### src/rtl/serial_arith_pkg.sv
// Shared types for the bit-serial add/subtract datapath: FSM state encoding and default width.
package serial_arith_pkg;

    typedef enum logic [1:0] {
        IDLE = 2'd0,
        SUB  = 2'd1,
        DONE = 2'd2
    } state_t;

    localparam int DEFAULT_WIDTH = 8;

endpackage

### src/rtl/bit_sub.sv
// Combinational one-bit full subtractor: d = a - b - bin, bout set when the bit underflows.
module bit_sub (
    input  logic a,
    input  logic b,
    input  logic bin,
    output logic d,
    output logic bout
);

    assign d    = a ^ b ^ bin;
    assign bout = (~a & b) | (~(a ^ b) & bin);

endmodule

### src/rtl/sub_serial.sv
// Bit-serial a - b, LSB first: operands latched on en in IDLE, WIDTH shift cycles, one DONE cycle.
// done/busy decode registered state only; en is ignored outside IDLE.
module sub_serial
    import serial_arith_pkg::*;
#(
    parameter int WIDTH = DEFAULT_WIDTH
) (
    input  logic             clk,
    input  logic             rst,
    input  logic             en,
    input  logic [WIDTH-1:0] a,
    input  logic [WIDTH-1:0] b,
    output logic [WIDTH-1:0] out,
    output logic             borrow_out,
    output logic             done,
    output logic             busy
);

    localparam int CW = $clog2(WIDTH);

    state_t           r_state;
    state_t           w_state_nxt;
    logic [WIDTH-1:0] r_a;
    logic [WIDTH-1:0] r_b;
    logic [WIDTH-1:0] r_out;
    logic [CW-1:0]    r_count;
    logic             r_borrow;
    logic             r_borrow_out;
    logic             w_diff;
    logic             w_bout;
    logic             w_last;

    bit_sub u_bit_sub (
        .a    (r_a[0]),
        .b    (r_b[0]),
        .bin  (r_borrow),
        .d    (w_diff),
        .bout (w_bout)
    );

    assign w_last = (r_count == CW'(WIDTH - 1));

    always_ff @(posedge clk or posedge rst) begin
        if (rst) begin
            r_state <= IDLE;
        end else begin
            r_state <= w_state_nxt;
        end
    end

    always_comb begin
        w_state_nxt = r_state;
        case (r_state)
            IDLE:    if (en) w_state_nxt = SUB;
            SUB:     if (w_last) w_state_nxt = DONE;
            DONE:    w_state_nxt = IDLE;
            default: w_state_nxt = IDLE;
        endcase
    end

    always_ff @(posedge clk or posedge rst) begin
        if (rst) begin
            r_a          <= '0;
            r_b          <= '0;
            r_out        <= '0;
            r_count      <= '0;
            r_borrow     <= 1'b0;
            r_borrow_out <= 1'b0;
        end else begin
            case (r_state)
                IDLE: begin
                    if (en) begin
                        r_a          <= a;
                        r_b          <= b;
                        r_out        <= '0;
                        r_count      <= '0;
                        r_borrow     <= 1'b0;
                        r_borrow_out <= 1'b0;
                    end
                end
                SUB: begin
                    // Difference bits enter at the MSB so bit 0 lands at the LSB after WIDTH shifts.
                    r_out    <= {w_diff, r_out[WIDTH-1:1]};
                    r_borrow <= w_bout;
                    r_a      <= {1'b0, r_a[WIDTH-1:1]};
                    r_b      <= {1'b0, r_b[WIDTH-1:1]};
                    r_count  <= r_count + CW'(1);
                    if (w_last) begin
                        r_borrow_out <= w_bout;
                    end
                end
                default: ;
            endcase
        end
    end

    assign out        = r_out;
    assign borrow_out = r_borrow_out;
    assign done       = (r_state == DONE);
    assign busy       = (r_state == SUB) || (r_state == DONE);

endmodule

### config.mk
export PLATFORM = sky130hd
export DESIGN_NAME = sub_serial
export DESIGN_NICKNAME = d
export VERILOG_FILES = /design/src/rtl/serial_arith_pkg.sv /design/src/rtl/bit_sub.sv /design/src/rtl/sub_serial.sv
export SDC_FILE = /design/constraint.sdc
export NUM_CORES = 1
export LEC_CHECK = 0
export ABC_CLOCK_PERIOD_IN_PS = 2270
export CORE_ASPECT_RATIO = 0.6
export CORE_MARGIN = 3
export CORE_UTILIZATION = 39
export CTS_CLUSTER_DIAMETER = 40
export DETAILED_ROUTE_END_ITERATION = 7
export SLEW_MARGIN = 20
export SYNTH_ARGS = -nofsm -noshare
export SYNTH_HDL_FRONTEND = slang
export SYNTH_SLANG_ARGS = --single-unit
### constraint.sdc
create_clock -name clk -period 2.27 [get_ports clk]
set_clock_uncertainty 0.1 [all_clocks]
set_input_delay 0.454 -clock clk [delete_from_list [all_inputs] [get_ports clk]]
set_output_delay 0.454 -clock clk [all_outputs]
set_load 0.1 [all_outputs]
==> reports/qor.yml <==
outcome: "finished clean"
ios: 30
cts_tree: "built"
timing_worst_setup_path_type: "reg -> reg"
wire_per_inst_um: 16.6
nets: 192
r2r_end: "r_a[6]"
cts_sinks: 31
crit_path_end_kind: "register"
cts_root_buffer: "clkbuf_8"
rsz0062_at_grt: "false"
yosysSeqAreaShare_pct: 50.7
grt_pass1_vias: 1191
cp.required_ns: 2.34
cts_buffers: 5
reg2reg_from: "r_state[0]"
ant_nets: 0
vias: 1189
hold_viol_final: 0
fin_tns_setup_ns: 0
cts.reportedPaths.clkPinSlew_ns: 0.07
ys_seq_elements: 31
ctsHoldBuffers: 0
dp_slack_ns: 0.00528
io_buffer_count: 29
rows: 16
critical-path-max-stage-delay_ns: 0.42
max_freq_mhz: 495
max_cap_viol_count: 0
crit_slowest_cell: "dfrtp_1"
synth.distinct_cells: 27
core_um2: 3500
p_leak_nw: 0.866
period_share_pct: 89.0
clockBufferDepth: 2
final_area_um2: 1940
avgSynthCellArea_um2: 11.4
grt_max_degree: 32
place_hpwl_um: 2360
drt_first_iter_violations: 70
cp_max_fo: 24
drc_errors: 0
synth_ff_type: "dfrtp_1"
hold_class: "reg -> reg"
worst_setup_path_start_kind: "register"
cts-resized-gates: 0
hold-path-cell-count: 1
wl_met2_um: 1510
worst_pin_slew_ns: 0.741
min_period_ns: 2.02
whs_endpoint: "out[0]"
routed.top_layer: "met4"
yosys_warnings: 0
crit_buf_inv: 2
layout_commonest_cell: "dfrtp_1"
wl_met1_um: 1770
areaGrowthSynthToFinish_pct: 26.6
dieArea_um2: 4740
syn-num-nets: 161
grt_usage_pct: 16.7
peakVddDrop_mv: 1.30
post_dp_cell_area_um2: 1850
final_cell_mix: "dfrtp_1, clkdlybuf4s50_1, buf_4"
initial_core_util_pct: 43.7
setup_violations: 0
grt_pass1_wl_um: 5980
wl_met3_um: 203
async_flop_share_pct: 100
layout-drive-gt1-share_pct: 20.5
drt_pass1_iterations: 4
ctsHtreeMaxLevel: 2
synth-edff-count: 0
hold_ws_ns: 0.405
crit_family: "simple AND/OR/NAND/NOR gates"
die_h_um: 54.5
timing.final.ws_setup_ns: 0.250
drv_slew: 0
syn-cell-area_um2: 1530
drt-total-wl_um: 3500
holdCritStartpoint: "out[0]"
gp_congestion: 0.711
grt_overflow: 0
worstPathArrival_ns: 2.09
insertion_delay_ns: 0.28
path_cells: "inv_1, ha_1, buf_4, nor2b_1, nor2_1, o221a_2"
vias_per_cell: 5.64
netlist_instances: 134
post_cts_buffers: 0
r2r_cells: 6
power_density_nw_per_um2: 1610
slew_headroom_pct: 49.6
antenna_cells: 0
reg2reg_slack_ns: 0.25
die_w_um: 86.9
antenna_found_initial: 0
sequential cells by signal, indices dropped and copies added (netlist names):
name        count
borrow_out      1
out             8
r_a             8
r_b             8
r_borrow        1
r_count         3
r_state         2
worst register-to-register path, delay by kind of cell (launching register included):
family                     cells  cell delay, ns
and+or+nand+nor                2            0.49
AOI/OAI and AO/OA              1            0.28
adders and majority gates      1            0.23
DFF                            1            0.42
buffers and inverters          2            0.40
layout make-up:
class / count / area (µm²)
Inverter: 5 / 18.8
Sequential cell: 31 / 776
Multi-Input combinational cell: 88 / 678
Clock buffer: 5 / 68.8
Clock inverter: 3 / 15.0
Fill cell: 307 / 1570
Tap cell: 45 / 56.3
Timing Repair Buffer: 34 / 325
per-layer routing:
| layer | up-vias | track usage, % |
|---|---|---|
| li1 | 556 | - |
| met1 | 609 | 24.1 |
| met2 | 22 | 24.4 |
| met3 | 2 | 5.41 |
| met4 | 0 | 3.89 |
| met5 | - | 0 |
through the flow:
step | total power, mW | instances | utilization, %
finish | 3.12 | 211 | 55.3
global route | 3.33 | 211 | 55.3
CTS | 3.13 | 211 | 55.2
detailed placement | 2.69 | 203 | 52.8
global placement | 2.65 | 203 | 52.8
floorplan | 2.29 | 134 | -
kinds of logic after synthesis:
logic type      count (synthesis)  synth area share (%)
buf+inv                        15                  5.31
fa+ha+maj                       8                  7.03
mux                             3                  2.12
flops                          31                  50.7
simple gates                   36                  13.2
compound gates                 41                  21.7
synth_stat cells, types with 2 or more instances:
cell | instances | share of area, %
ha_1 | 7 | 5.7
buf_2 | 4 | 1.3
nor2_1 | 3 | 0.74
nor2b_1 | 2 | 0.82
inv_1 | 5 | 1.2
o221a_2 | 5 | 3.7
or3_1 | 5 | 2.0
nand2_1 | 6 | 1.5
nand2b_1 | 9 | 3.7
dfrtp_1 | 31 | 51
a22o_1 | 11 | 6.3
nand3_1 | 9 | 2.9
a21oi_1 | 10 | 3.3
a221o_1 | 9 | 5.9
clkbuf_1 | 2 | 0.49
o21ai_0 | 3 | 0.98
buf_6 | 2 | 1.5
mux2_2 | 2 | 1.5
worst max-delay path by stage:
stage,from,end,slack [ns],cells after the start
final,r_state[0],r_a[6],0.25,6
after global routing,r_state[0],r_a[6],0.07,6
after CTS,r_state[0],borrow_out,0.10,4
after detailed placement,en,borrow_out,0.005,3
after global placement,en,r_a[7],0.10,3
after floorplan,r_state[0],busy,0.43,2
report_power, final:
part	switching, mW	leakage [nW]	total, mW	internal [mW]
registers	0.165	0.394	0.942	0.777
clock network	0.211	0.0477	0.421	0.210
logic	1.11	0.425	1.76	0.650
Note: power is estimated with default switching activity, not from simulation.
